**src/rtl/mmio_responder_if.sv**
```systemverilog
// mmio_responder_if: CPU data-memory channel bundle (load request/response and store request).
interface mmio_responder_if #(parameter int LDTAG_W = 4);
   logic               ld_valid;
   logic               ld_ready;
   logic [31:0]        ld_addr;
   logic [LDTAG_W-1:0] ld_tag;
   logic               ld_resp_valid;
   logic               ld_resp_ready;
   logic [63:0]        ld_resp_data;
   logic [LDTAG_W-1:0] ld_resp_tag;
   logic               st_valid;
   logic               st_ready;
   logic [31:0]        st_addr;
   logic [63:0]        st_wdata;
   logic [7:0]         st_wstrb;
   modport master (
      output ld_valid, ld_addr, ld_tag, ld_resp_ready, st_valid, st_addr, st_wdata, st_wstrb,
      input  ld_ready, ld_resp_valid, ld_resp_data, ld_resp_tag, st_ready
   );
   modport slave (
      input  ld_valid, ld_addr, ld_tag, ld_resp_ready, st_valid, st_addr, st_wdata, st_wstrb,
      output ld_ready, ld_resp_valid, ld_resp_data, ld_resp_tag, st_ready
   );
endinterface

```
**src/rtl/mmio_responder.sv**
```systemverilog
// mmio_responder: MMIO slave with DONE/LED/CYCLE/INPUT slots, fixed-latency load pipe and credit-limited response FIFO.
module mmio_responder #(
   parameter logic [31:0] BASE_ADDR       = 32'h0000_1000,
   parameter int          LDTAG_W         = 4,
   parameter int          LD_LATENCY      = 2,
   parameter int          RESP_FIFO_DEPTH = 4
) (
   input  logic                 clk,
   input  logic                 rst_n,
   mmio_responder_if.slave      bus,
   input  logic [3:0]           sw,
   input  logic [3:0]           btn,
   output logic [3:0]           led_o,
   output logic                 done_o,
   output logic [63:0]          done_val_o
);
   localparam int AW = RESP_FIFO_DEPTH > 1 ? $clog2(RESP_FIFO_DEPTH) : 1;
   localparam int CW = $clog2(RESP_FIFO_DEPTH + LD_LATENCY + 1);
   logic [3:0]         sw_m, sw_s, btn_m, btn_s;
   logic [63:0]        cycle, rd_data;
   logic               ld_fire, st_fire, pop;
   logic               push_v;
   logic [63:0]        push_d;
   logic [LDTAG_W-1:0] push_t;
   logic [CW-1:0]      inflight, cnt;
   logic [AW-1:0]      wp, rp;
   logic [63:0]        mem_d [RESP_FIFO_DEPTH];
   logic [LDTAG_W-1:0] mem_t [RESP_FIFO_DEPTH];
   logic               unused;
   assign unused = ^{bus.ld_addr[31:5], bus.ld_addr[2:0], bus.st_addr[31:5], bus.st_addr[2:0], BASE_ADDR};
   assign bus.st_ready = rst_n;
   // Credits count both queued and in-flight loads so the FIFO can never overflow.
   assign bus.ld_ready = rst_n & (cnt + inflight < CW'(RESP_FIFO_DEPTH));
   assign ld_fire = bus.ld_valid & bus.ld_ready;
   assign st_fire = bus.st_valid & rst_n;
   assign pop = bus.ld_resp_valid & bus.ld_resp_ready;
   assign bus.ld_resp_valid = cnt != '0;
   assign bus.ld_resp_data = bus.ld_resp_valid ? mem_d[rp] : '0;
   assign bus.ld_resp_tag = bus.ld_resp_valid ? mem_t[rp] : '0;
   assign rd_data = bus.ld_addr[4:3] == 2'd0 ? done_val_o :
                    bus.ld_addr[4:3] == 2'd1 ? {60'b0, led_o} :
                    bus.ld_addr[4:3] == 2'd2 ? cycle : {56'b0, btn_s, sw_s};
   always_ff @(posedge clk) begin
      if (!rst_n) begin
         sw_m       <= '0;
         sw_s       <= '0;
         btn_m      <= '0;
         btn_s      <= '0;
         cycle      <= '0;
         led_o      <= '0;
         done_o     <= 1'b0;
         done_val_o <= '0;
      end else begin
         sw_m  <= sw;
         sw_s  <= sw_m;
         btn_m <= btn;
         btn_s <= btn_m;
         cycle <= cycle + 64'd1;
         if (st_fire && bus.st_addr[4:3] == 2'd0) begin
            for (int i = 0; i < 8; i++)
               if (bus.st_wstrb[i]) done_val_o[8*i +: 8] <= bus.st_wdata[8*i +: 8];
            if (|bus.st_wstrb) done_o <= 1'b1;
         end
         if (st_fire && bus.st_addr[4:3] == 2'd1 && bus.st_wstrb[0]) led_o <= bus.st_wdata[3:0];
      end
   end
   // The FIFO write is the last latency stage, so only LD_LATENCY-1 pipe registers exist.
   if (LD_LATENCY == 1) begin : g_nopipe
      assign push_v   = ld_fire;
      assign push_d   = rd_data;
      assign push_t   = bus.ld_tag;
      assign inflight = '0;
   end else begin : g_pipe
      logic               p_v [LD_LATENCY-1];
      logic [63:0]        p_d [LD_LATENCY-1];
      logic [LDTAG_W-1:0] p_t [LD_LATENCY-1];
      always_ff @(posedge clk) begin
         if (!rst_n) begin
            for (int i = 0; i < LD_LATENCY - 1; i++) p_v[i] <= 1'b0;
         end else begin
            p_v[0] <= ld_fire;
            for (int i = 1; i < LD_LATENCY - 1; i++) p_v[i] <= p_v[i-1];
         end
         p_d[0] <= rd_data;
         p_t[0] <= bus.ld_tag;
         for (int i = 1; i < LD_LATENCY - 1; i++) begin
            p_d[i] <= p_d[i-1];
            p_t[i] <= p_t[i-1];
         end
      end
      always_comb begin
         inflight = '0;
         for (int i = 0; i < LD_LATENCY - 1; i++) inflight = inflight + CW'(p_v[i]);
      end
      assign push_v = p_v[LD_LATENCY-2];
      assign push_d = p_d[LD_LATENCY-2];
      assign push_t = p_t[LD_LATENCY-2];
   end
   always_ff @(posedge clk) begin
      if (!rst_n) begin
         wp  <= '0;
         rp  <= '0;
         cnt <= '0;
      end else begin
         if (push_v) wp <= wp + AW'(1);
         if (pop) rp <= rp + AW'(1);
         cnt <= cnt + CW'(push_v) - CW'(pop);
      end
      if (push_v) begin
         mem_d[wp] <= push_d;
         mem_t[wp] <= push_t;
      end
   end
endmodule

```
**src/flat_wrapper.sv**
```systemverilog
// flat-port wrapper written by rule: the top's interface ports become plain ports
module mmio_responder_flat 
#(
   parameter logic [31:0] BASE_ADDR       = 32'h0000_1000,
   parameter int          LDTAG_W         = 4,
   parameter int          LD_LATENCY      = 2,
   parameter int          RESP_FIFO_DEPTH = 4
)
  (clk, rst_n, sw, btn, led_o, done_o, done_val_o, bus_ld_valid, bus_ld_addr, bus_ld_tag, bus_ld_resp_ready, bus_st_valid, bus_st_addr, bus_st_wdata, bus_st_wstrb, bus_ld_ready, bus_ld_resp_valid, bus_ld_resp_data, bus_ld_resp_tag, bus_st_ready);
  mmio_responder_if #(.LDTAG_W(LDTAG_W)) bus_i ();
  input  logic clk;
  input  logic rst_n;
  input  logic [3:0] sw;
  input  logic [3:0] btn;
  output logic [3:0] led_o;
  output logic done_o;
  output logic [63:0] done_val_o;
  input wire logic [$bits(bus_i.ld_valid)-1:0] bus_ld_valid;
  input wire logic [$bits(bus_i.ld_addr)-1:0] bus_ld_addr;
  input wire logic [$bits(bus_i.ld_tag)-1:0] bus_ld_tag;
  input wire logic [$bits(bus_i.ld_resp_ready)-1:0] bus_ld_resp_ready;
  input wire logic [$bits(bus_i.st_valid)-1:0] bus_st_valid;
  input wire logic [$bits(bus_i.st_addr)-1:0] bus_st_addr;
  input wire logic [$bits(bus_i.st_wdata)-1:0] bus_st_wdata;
  input wire logic [$bits(bus_i.st_wstrb)-1:0] bus_st_wstrb;
  output wire logic [$bits(bus_i.ld_ready)-1:0] bus_ld_ready;
  output wire logic [$bits(bus_i.ld_resp_valid)-1:0] bus_ld_resp_valid;
  output wire logic [$bits(bus_i.ld_resp_data)-1:0] bus_ld_resp_data;
  output wire logic [$bits(bus_i.ld_resp_tag)-1:0] bus_ld_resp_tag;
  output wire logic [$bits(bus_i.st_ready)-1:0] bus_st_ready;
  assign bus_i.ld_valid = bus_ld_valid;
  assign bus_i.ld_addr = bus_ld_addr;
  assign bus_i.ld_tag = bus_ld_tag;
  assign bus_i.ld_resp_ready = bus_ld_resp_ready;
  assign bus_i.st_valid = bus_st_valid;
  assign bus_i.st_addr = bus_st_addr;
  assign bus_i.st_wdata = bus_st_wdata;
  assign bus_i.st_wstrb = bus_st_wstrb;
  assign bus_ld_ready = bus_i.ld_ready;
  assign bus_ld_resp_valid = bus_i.ld_resp_valid;
  assign bus_ld_resp_data = bus_i.ld_resp_data;
  assign bus_ld_resp_tag = bus_i.ld_resp_tag;
  assign bus_st_ready = bus_i.st_ready;
  mmio_responder #(.BASE_ADDR(BASE_ADDR), .LDTAG_W(LDTAG_W), .LD_LATENCY(LD_LATENCY), .RESP_FIFO_DEPTH(RESP_FIFO_DEPTH)) u_core (.clk(clk), .rst_n(rst_n), .bus(bus_i), .sw(sw), .btn(btn), .led_o(led_o), .done_o(done_o), .done_val_o(done_val_o));
endmodule
```
**config.mk**
```make
export PLATFORM = sky130hd
export DESIGN_NAME = mmio_responder_flat
export DESIGN_NICKNAME = d
export VERILOG_FILES = /design/src/rtl/mmio_responder_if.sv /design/src/rtl/mmio_responder.sv /design/src/flat_wrapper.sv
export SDC_FILE = /design/constraint.sdc
export NUM_CORES = 1
export LEC_CHECK = 0
export ABC_AREA = 1
export CAP_MARGIN = 15
export CORE_MARGIN = 5
export CORE_UTILIZATION = 45
export CTS_BUF_LIST = sky130_fd_sc_hd__clkbuf_4
export DETAILED_ROUTE_END_ITERATION = 16
export PLACE_DENSITY = 0.77
export SLEW_MARGIN = 30
export SYNTH_ARGS = -nofsm -noshare
export SYNTH_HDL_FRONTEND = slang
export SYNTH_SLANG_ARGS = --single-unit
```
**constraint.sdc**
```tcl
create_clock -name clk -period 2.45 [get_ports clk]
set_input_delay 0.49 -clock clk [delete_from_list [all_inputs] [get_ports clk]]
set_output_delay 0.49 -clock clk [all_outputs]
set_load 0.005 [all_outputs]
```
; ---- After elaboration in Yosys (flattened, before gate mapping)
; Memory sizes are Yosys's and may differ from the RTL's. A register that Yosys moved wholly into a read port is not among the register bits.
; Cells that the tools add are included.
[totals]
ram_bits = 341
n_memories = 5
elab_cells = 68
out_inout_bits = 140
ff_bits = 156
[mem_list]
columns = name, depth, width, read_ports, rd_clocked_by_memory_dff, wr, line
row1 = u_core.mem_d, 4, 64, 1, 1, 1, mmio_responder.sv:27  ; logic [63:0] mem_d [RESP_FIFO_DEPTH];
row2 = u_core.g_pipe.p_d, 1, 64, 1, 0, 1, mmio_responder.sv:75  ; logic [63:0] p_d [LD_LATENCY-1];
row3 = u_core.mem_t, 4, 4, 1, 1, 1, mmio_responder.sv:28  ; logic [LDTAG_W-1:0] mem_t [RESP_FIFO_DEPTH];
row4 = u_core.g_pipe.p_t, 1, 4, 1, 0, 1, mmio_responder.sv:76  ; logic [LDTAG_W-1:0] p_t [LD_LATENCY-1];
row5 = u_core.g_pipe.p_v, 1, 1, 1, 0, 1, mmio_responder.sv:74  ; logic p_v [LD_LATENCY-1];
[op_classes]
n_eq_ne = 3
n_mux = 15
n_reduce_logical = 17
bitwise = 4
magnitude_cmp = 1
addsub = 5
[op_table]
columns = op, count
row1 = two-way mux 64 bit, 4
row2 = "adder 64 x 1 -> 64 bit, second input constant", 1
row3 = AND reduction 2 bit, 9
row4 = two-way mux 2 bit, 4
row5 = OR reduction 8 bit, 1
row6 = two-way mux 1 bit, 6
row7 = "adder 2 x 1 -> 2 bit, second input constant", 2
row8 = AND 1 bit, 4
row9 = "== test 2 x 1 -> 1 bit, second input constant", 2
row10 = zero test 2 bit, 2
row11 = two-way mux 4 bit, 1
row12 = adder 3 x 1 -> 3 bit, 1
row13 = logical AND 1 bit, 3
row14 = "< comparator 3 bit, second input constant", 1
row15 = nonzero test 3 bit, 1
row16 = subtractor 3 x 1 -> 3 bit, 1
row17 = "== test 2 bit, second input constant", 1
row18 = OR reduction 1 bit, 1

; ---- Depth between registers and ports, before layout
; Gate-level depths: netlist of run 1.
; An unclocked memory read counts as a cell.
[depth]
word_depth = 6
mapped_depth = 10

; ---- Least setup slack after synthesis of run 1
; No wires, ideal clock.
[synth_timing]
path_type = reg2reg
start = memory u_core.g_pipe.p_v[0]
end = memory u_core.mem_d[0][0] (enable)
setup_slack_ns = 0.094
period_less_slack_ns = 2.356
required_ns = 2.028
arrival_time_ns = 1.934
stages_incl_launch_ff = 4
cell_sequence = dfxtp_1 clkbuf_1 nand2_1 inv_1
[synth_between]
elab_chain_cells = 3
[synth_rtl]
columns = element, line
row1 = "start, declared", mmio_responder.sv:74
row2 = memory read (1 x 1 bit), -
row3 = two-way mux 1 bit, mmio_responder.sv:109  ; if (push_v) begin
row4 = two-way mux 1 bit (implied by the code), mmio_responder.sv:110  ; mem_d[wp] <= push_d;
row5 = "end, declared", mmio_responder.sv:27
; No other way between the ends.

==> run summary, run 1 <==
- Internal Pwr Total: 0.0158 W
- arrival time of data at the critical path endpoint: 2.32 ns
- number of warnings reported in the yosys synthesis log: 0
- unrepaired setup endpoints after global routing: true
- area share of the largest cell type after synthesis: 0.417
- Final GP Congestion: 0.941
- register bit total from synthesis: 499
- drt via density: 5.23
- number of hold violations in the final report: 0
- overall via count from detail_route: 16300
- clock buffer count from CTS: 120
- Mapped Area: 19600 um2
- Tcrit/Tclk final: 1.15
- max frequency: 0.356 GHz
- Post-Route Setup TNS: -13.10 ns
- status: finished, violations left
- number of clock sinks seen by CTS: 499
- critical path start-end classification: flip-flop to primary output
- Max-Cap Viols: 0
- routed len/inst: 19.7 um
- startpoint of the most critical register-to-register path: u_core.cycle[35]
- number of different library cells in the post-synthesis netlist: 31
- failing checks: setup timing
- endpoint class of the critical path: primary output
- final slew viol count: 0
- post-route non-filler standard cell count: 3108
- min setup slack post-route: -0.358 ns
- synthesized netlist net count: 2216
- Area contributors post-synth: sky130_fd_sc_hd__edfxtp_1 42%, sky130_fd_sc_hd__dfxtp_1 23%, sky130_fd_sc_hd__nor2_1 9.2%, sky130_fd_sc_hd__o21ai_0 6.6%, sky130_fd_sc_hd__nand2_1 5.1%
- starting utilization of the core area: 0.455
- antenna violations before repair: 6
- standard cell area after detailed placement: 22800 um2
- fraction of power consumed by sequential logic: 0.402
- Pwr Density: 903 nW/um2
- Max Fanout on Critical Path: 5
- Critical Path Start Type: flip-flop
- synthesized netlist cell count: 2054
- number of antenna-violating nets in the routed design: 0
- Worst-Margin Slew: 0.912 ns
- worst relative slew slack: 0.392
- maximum ir drop on the vdd rail: 0.611 mV
- vertical die dimension: 219 um
- Critical Path Slowest Stage Cell: sky130_fd_sc_hd__dfxtp_4
- Crit path largest cell delay: 0.40 ns
- switching power: 0.00729 W
- TritonCTS clock tree: built
- smallest hold slack: 0.116 ns
- Post-Syn Area per Cell: 9.54 um2
- post-cts hold buffer count: 0
- combinational share of power: 0.292
- Storage cell area: 12700 um2
- aggregate routed wire length: 61100 um
- core area: 43100 um2
- area growth from synthesis to layout: 30.4%
- clock-pin slew on the worst setup and hold paths: 0.08 ns
- Leakage Power: 9.51 nW
- worst min-delay path category: input port to flip-flop
- post-layout net count: 2575
- total power consumption of the routed design: 0.0230 W
- worst skew pair latency: 0.86 ns
- hold_sp: bus_ld_tag[2]
- cell taking the most area after synthesis: sky130_fd_sc_hd__edfxtp_1
- DRC: 0
- pin count of the biggest net entering global routing: 95
- data required time at the worst endpoint: 1.96 ns
- number of filler cells placed in the layout: 3401
- cell total after placement: 2828
- estimated wirelength of the detail-placed design: 38300 um
- maximum count of clock buffers along a single path: 3
- commonest non-fill, non-tap cell in the layout: sky130_fd_sc_hd__nor2_1
- overall routing resource usage: 0.229
- number of global-route vias before repair: 15400
- most used cells in the layout excluding fill and tap cells: 453 x sky130_fd_sc_hd__nor2_1, 272 x sky130_fd_sc_hd__edfxtp_1, 264 x sky130_fd_sc_hd__nand2_1, 221 x sky130_fd_sc_hd__dfxtp_1, 168 x sky130_fd_sc_hd__clkbuf_4
- total area of multi-input combinational cells: 6410 um2
- worst clock skew: 0.0495 ns
- number of placed I/O pins: 293
- number of iterations in the first detailed-routing pass: 5
- register area share after synthesis: 0.649
- deepest level of the CTS H-tree: 3
- first-pass GRT wire length: 84200 um
- root buffer cell: sky130_fd_sc_hd__clkbuf_4
- final count of negative-setup-slack endpoints: 69
- floorplan die area: 47800 um2
- Iteration-0 DRC Markers: 1540
- number of input and output port buffers inserted: 232
- gr ovfl total: 0
- ratio of cells with drive above 1 in the final layout: 0.204
- Layout Cell Area excl Fill: 25500 um2
- net switching fraction of the power: 0.316
- Final Critical Period: 2.81 ns
- floorplan row count: 76
- Horiz. Die Dim: 219 um
- power share of the clock group: 0.306
- cell chain of the critical path: buf_12 -> buf_8 -> clkbuf_16 -> nor2_4 -> nor2_1 -> o21ai_1 -> a21oi_2 -> buf_2
-- synth_stat cells --
library cell               count
sky130_fd_sc_hd__o21ai_0     260
sky130_fd_sc_hd__buf_1         5
sky130_fd_sc_hd__ha_1          9
sky130_fd_sc_hd__nand3_1      22
sky130_fd_sc_hd__nand4_1       8
sky130_fd_sc_hd__nor2_4        5
sky130_fd_sc_hd__o211ai_1      2
sky130_fd_sc_hd__nand3b_1      1
sky130_fd_sc_hd__buf_4         1
sky130_fd_sc_hd__inv_1       159
sky130_fd_sc_hd__a21oi_1     162
sky130_fd_sc_hd__nand2_4       5
sky130_fd_sc_hd__nor3_1        5
sky130_fd_sc_hd__nand3_2       1
sky130_fd_sc_hd__inv_2         4
sky130_fd_sc_hd__xnor2_1       1
sky130_fd_sc_hd__buf_2        23
sky130_fd_sc_hd__nor2_2       16
sky130_fd_sc_hd__nor3b_1       1
sky130_fd_sc_hd__clkbuf_1     61
sky130_fd_sc_hd__nand2_2       6
sky130_fd_sc_hd__nor3_2        1
sky130_fd_sc_hd__nand2_1     264
sky130_fd_sc_hd__nor2_8        3
sky130_fd_sc_hd__nor2_1      480
sky130_fd_sc_hd__dfxtp_1     227
sky130_fd_sc_hd__o21ai_1       4
sky130_fd_sc_hd__o22ai_1      37
sky130_fd_sc_hd__xor2_1        3
sky130_fd_sc_hd__o21a_1        6
sky130_fd_sc_hd__edfxtp_1    272
-- layout make-up --
class	count	share of cell area
diodes	3	0.000294
clock buffers	168	0.0494
clock inverters	61	0.0143
inverters	163	0.0250
multi-input cells	1302	0.251
flip-flops and latches	499	0.498
well taps	585	0.0287
repair buffers	327	0.133
-- per-stage QoR --
step,util,worst slack [ns]
floorplan,-,0.0935
global placement,0.529,0.161
detailed placement,0.529,0.124
CTS,0.569,-0.668
global route,0.593,-0.464
finish,0.593,-0.358
-- power groups by stage --
stage	Combinational (W)	Sequential [W]	Clock, W
global placement	0.00497	0.00941	0
global route	0.00715	0.00928	0.00762
floorplan	0.00214	0.00937	0
detailed placement	0.00504	0.00942	0
CTS	0.00505	0.00925	0.00709
finish	0.00673	0.00926	0.00706
-- registers in the layout (all words and copies together), names as in the netlist, 16 cells and up, named ones only --
signal	cells
u_core.cycle	64
u_core.done_val_o	64
u_core.g_pipe.p_d	64
u_core.mem_d	256
u_core.mem_t	16
-- critical path, delay by kind of cell, from the launching register on --
| kind | cells | cell delay (ns) |
|---|---|---|
| AOI/OAI and AO/OA | 2 | 0.33 |
| and+or+nand+nor | 2 | 0.16 |
| buffers and inverters | 4 | 0.60 |
| DFF | 1 | 0.40 |
-- cells by family after synthesis --
logic type      share of synthesized area
compound gates                      0.124
fa+ha+maj                         0.00575
xor+xnor                          0.00179
buf+inv                            0.0501
simple gates                        0.170
flops                               0.649
-- final timing paths --
path / end / slack (ns) / cells after the start
setup / recovery: bus_ld_resp_data[43] / -0.36 / 8
setup reg to reg: u_core.cycle[38] / 0.50 / 7
hold / removal: u_core.g_pipe.p_t[0][2] / 0.12 / 1
hold reg to reg: u_core.sw_s[1] / 0.42 / 2
-- what timing repair did --
action	4_1_cts	5_1_grt
gates resized for setup	169	357
pin swaps	11	76
setup buffers	1	26
gates cloned	2	20
endpoints found under the setup margin	70	70
-- layer usage --
metal / global-route usage / wire length, um
met2: 0.386 / 30700
met4: 0.0938 / 2170
met1: 0.294 / 23500
met5: 0 / 0
met3: 0.0400 / 4690
Power figures use the tool's default switching activity.
==> run 2, diff against run 1 <==
--- a/config.mk
+++ b/config.mk
@@ -8,10 +8,10 @@
 export ABC_AREA = 1
 export CAP_MARGIN = 15
 export CORE_MARGIN = 5
-export CORE_UTILIZATION = 45
+export CORE_UTILIZATION = 51
 export CTS_BUF_LIST = sky130_fd_sc_hd__clkbuf_4
 export DETAILED_ROUTE_END_ITERATION = 16
-export PLACE_DENSITY = 0.77
+export PLACE_DENSITY = 0.85
 export SLEW_MARGIN = 30
 export SYNTH_ARGS = -nofsm -noshare
 export SYNTH_HDL_FRONTEND = slang
==> run 2 against run 1 <==
Compared with the run above: the flow still finishes with violations (setup timing); total power increased by 9.0%; cell count is 2.2% lower; clock power grew 5.4%; worst setup slack lost 0.035 ns; design area increased by 3.6%; utilization is 11 points higher; count of clock-buffer cells in the layout rose by 6; sequential share of layout area fell by 1.8 points; clock skew rose by 0.024 ns; register-to-register slack improved by 0.10 ns.
==> run summary, run 2 (same netlist as run 1, synthesis figures left out) <==
- gr ovfl total: 0, unchanged
- commonest non-fill, non-tap cell in the layout: sky130_fd_sc_hd__nor2_1, unchanged
- starting utilization of the core area: 0.519, was 0.455
- data required time at the worst endpoint: 1.96 ns, about the same
- worst relative slew slack: 0.506, was 0.392
- Final Critical Period: 2.84 ns, was 2.81 ns
- largest reg by FF count: u_core.mem_d, unchanged
- Max-Cap Viols: 0, unchanged
- floorplan row count: 71, was 76
- clock buffer count from CTS: 115, was 120
- Iteration-0 DRC Markers: 2471, was 1540
- area growth from synthesis to layout: 35.1%, was 30.4%
- number of placed I/O pins: 293, unchanged
- clock-pin slew on the worst setup and hold paths: 0.08 ns, about the same
- Tcrit/Tclk final: 1.16, was 1.15
- total length of routed met3 wires: 7970 um, was 4690 um
- family with the most delay on the worst path: buffers and inverters, unchanged
- pre-CTS setup slack: 0.0484 ns, was 0.124 ns
- uppermost routed layer: met5, was met4
- ratio of cells with drive above 1 in the final layout: 0.260, was 0.204
- worst min-delay path category: input port to flip-flop, unchanged
- maximum ir drop on the vdd rail: 0.606 mV, was 0.611 mV
- overall via count from detail_route: 17700, was 16300
- Leakage Power: 9.70 nW, was 9.51 nW
- routed len/inst: 23.9 um, was 19.7 um
- number of input and output port buffers inserted: 232, unchanged
- vertical die dimension: 206 um, was 219 um
- most used cells in the layout excluding fill and tap cells: 341 x sky130_fd_sc_hd__nor2_1, 272 x sky130_fd_sc_hd__edfxtp_1, 264 x sky130_fd_sc_hd__nand2_1, 222 x sky130_fd_sc_hd__dfxtp_1, 174 x sky130_fd_sc_hd__clkbuf_4, was 453 x sky130_fd_sc_hd__nor2_1, 272 x sky130_fd_sc_hd__edfxtp_1, 264 x sky130_fd_sc_hd__nand2_1, 221 x sky130_fd_sc_hd__dfxtp_1, 168 x sky130_fd_sc_hd__clkbuf_4
- failing checks: setup timing, unchanged
- number of iterations in the first detailed-routing pass: 9, was 5
- worst clock skew: 0.0734 ns, was 0.0495 ns
- number of filler cells placed in the layout: 2505, was 3401
- length of routed met2 wiring: 35300 um, was 30700 um
- floorplan die area: 42400 um2, was 47800 um2
- aggregate routed wire length: 72600 um, was 61100 um
- Post-Route Setup TNS: -19.79 ns, was -13.10 ns
- critical path start-end classification: flip-flop to primary output, unchanged
- Final GP Congestion: 0.958, was 0.941
- DRC: 0, unchanged
- root buffer cell: sky130_fd_sc_hd__clkbuf_4, unchanged
- status: finished, violations left, unchanged
- antenna violations before repair: 4, was 6
- max frequency: 0.352 GHz, was 0.356 GHz
- post-layout net count: 2592, was 2575
- total area of multi-input combinational cells: 6930 um2, was 6410 um2
- core area: 37800 um2, was 43100 um2
- Worst-Margin Slew: 0.733 ns, was 0.912 ns
- number of antenna-violating nets in the routed design: 0, unchanged
- first-pass GRT wire length: 96300 um, was 84200 um
- deepest level of the CTS H-tree: 3, unchanged
- estimated wirelength of the detail-placed design: 37300 um, was 38300 um
- post-cts hold buffer count: 0, unchanged
- CP dominant cell by count: sky130_fd_sc_hd__buf_12
- TritonCTS clock tree: built, unchanged
- max FFs per register: 256, unchanged
- cell chain of the critical path: buf_12 -> buf_12 -> buf_12 -> buf_6 -> nor2_2 -> nor2_1 -> o21ai_2 -> a21oi_2 -> buf_2, was buf_12 -> buf_8 -> clkbuf_16 -> nor2_4 -> nor2_1 -> o21ai_1 -> a21oi_2 -> buf_2
- drt via density: 5.83, was 5.23
- pin count of the biggest net entering global routing: 112, was 95
- detailed-routing wirelength on met1: 25400 um, was 23500 um
- final count of negative-setup-slack endpoints: 70, was 69
- Pwr Density: 949 nW/um2, was 903 nW/um2
- Buf/Inv on CP: 5, was 4
- overall routing resource usage: 0.298, was 0.229
- arrival time of data at the critical path endpoint: 2.35 ns, was 2.32 ns
- endpoint class of the critical path: primary output, unchanged
- Max Fanout on Critical Path: 5, unchanged
- unrepaired setup endpoints after global routing: true, unchanged
- worst skew pair latency: 0.86 ns, about the same
- Crit path largest cell delay: 0.39 ns, was 0.40 ns
- Critical Path Slowest Stage Cell: sky130_fd_sc_hd__dfxtp_4, unchanged
- number of hold violations in the final report: 0, unchanged
- smallest hold slack: 0.0296 ns, was 0.116 ns
- number of clock sinks seen by CTS: 499, unchanged
- Storage cell area: 12700 um2, about the same
- Horiz. Die Dim: 206 um, was 219 um
- number of global-route vias before repair: 16800, was 15400
- Critical Path Start Type: flip-flop, unchanged
- final core occ: 0.701, was 0.593
- maximum count of clock buffers along a single path: 3, unchanged
- min setup slack post-route: -0.393 ns, was -0.358 ns
- final slew viol count: 0, unchanged
- total power consumption of the routed design: 0.0251 W, was 0.0230 W
==> run 2: final cells by class <==
| class | count | share of cell area |
|---|---|---|
| clock inverters | 40 | 0.0104 |
| clock buffers | 174 | 0.0494 |
| well taps | 511 | 0.0242 |
| diodes | 1 | 0.0000946 |
| inverters | 163 | 0.0243 |
| multi-input cells | 1302 | 0.262 |
| repair buffers | 348 | 0.148 |
| flip-flops and latches | 499 | 0.481 |
| repair inverters | 1 | 0.000615 |
==> run 2: final timing paths <==
check / startpoint / endpoint / slack [ns] / depth (start not counted)
hold / removal: rst_n / u_core.done_val_o[13] / 0.03 / 3
setup / recovery: flip-flop / bus_ld_resp_data[47] / -0.39 / 9
hold reg to reg: u_core.sw_m[3] / u_core.sw_s[3] / 0.42 / 2
setup reg to reg: u_core.cnt[0] / u_core.cnt[2] / 0.60 / 8
==> run 2: per-stage QoR <==
step                      area, um2  instances
final                         26500       3039
after global routing          26500       3039
after CTS                     25300       3014
after detailed placement      22700       2749
after global placement        22700       2749
after floorplan               19600       2054
==> run 2: power by group <==
| group | switching (W) | total (W) | internal, W |
|---|---|---|---|
| clock network | 0.00377 | 0.00744 | 0.00368 |
| logic | 0.00454 | 0.00835 | 0.00381 |
| registers | 0.000224 | 0.00933 | 0.00910 |
| total | 0.00853 | 0.0251 | 0.0166 |
==> run 2: worst reg2reg max path, cell delays in order (launching register included) <==
cell	delay, ns
sky130_fd_sc_hd__dfxtp_2	0.36
sky130_fd_sc_hd__nor3_4	0.25
sky130_fd_sc_hd__buf_4	0.16
sky130_fd_sc_hd__buf_4	0.10
sky130_fd_sc_hd__nor2_1	0.07
sky130_fd_sc_hd__ha_1	0.21
sky130_fd_sc_hd__ha_1	0.21
sky130_fd_sc_hd__o21ai_0	0.29
sky130_fd_sc_hd__a21oi_1	0.08
==> run 2: metal layers <==
layer | vias up | track usage
li1 | 7694 | -
met3 | 301 | 0.0637
met4 | 2 | 0.133
met5 | - | 0
met2 | 1354 | 0.513
met1 | 8356 | 0.362
==> run 2: timing repair <==
item                                    CTS  global route
buffers inserted                         26            15
pin swaps                                78           139
gates cloned                             25            10
resized for setup                       522           245
endpoints found under the setup margin   70            70
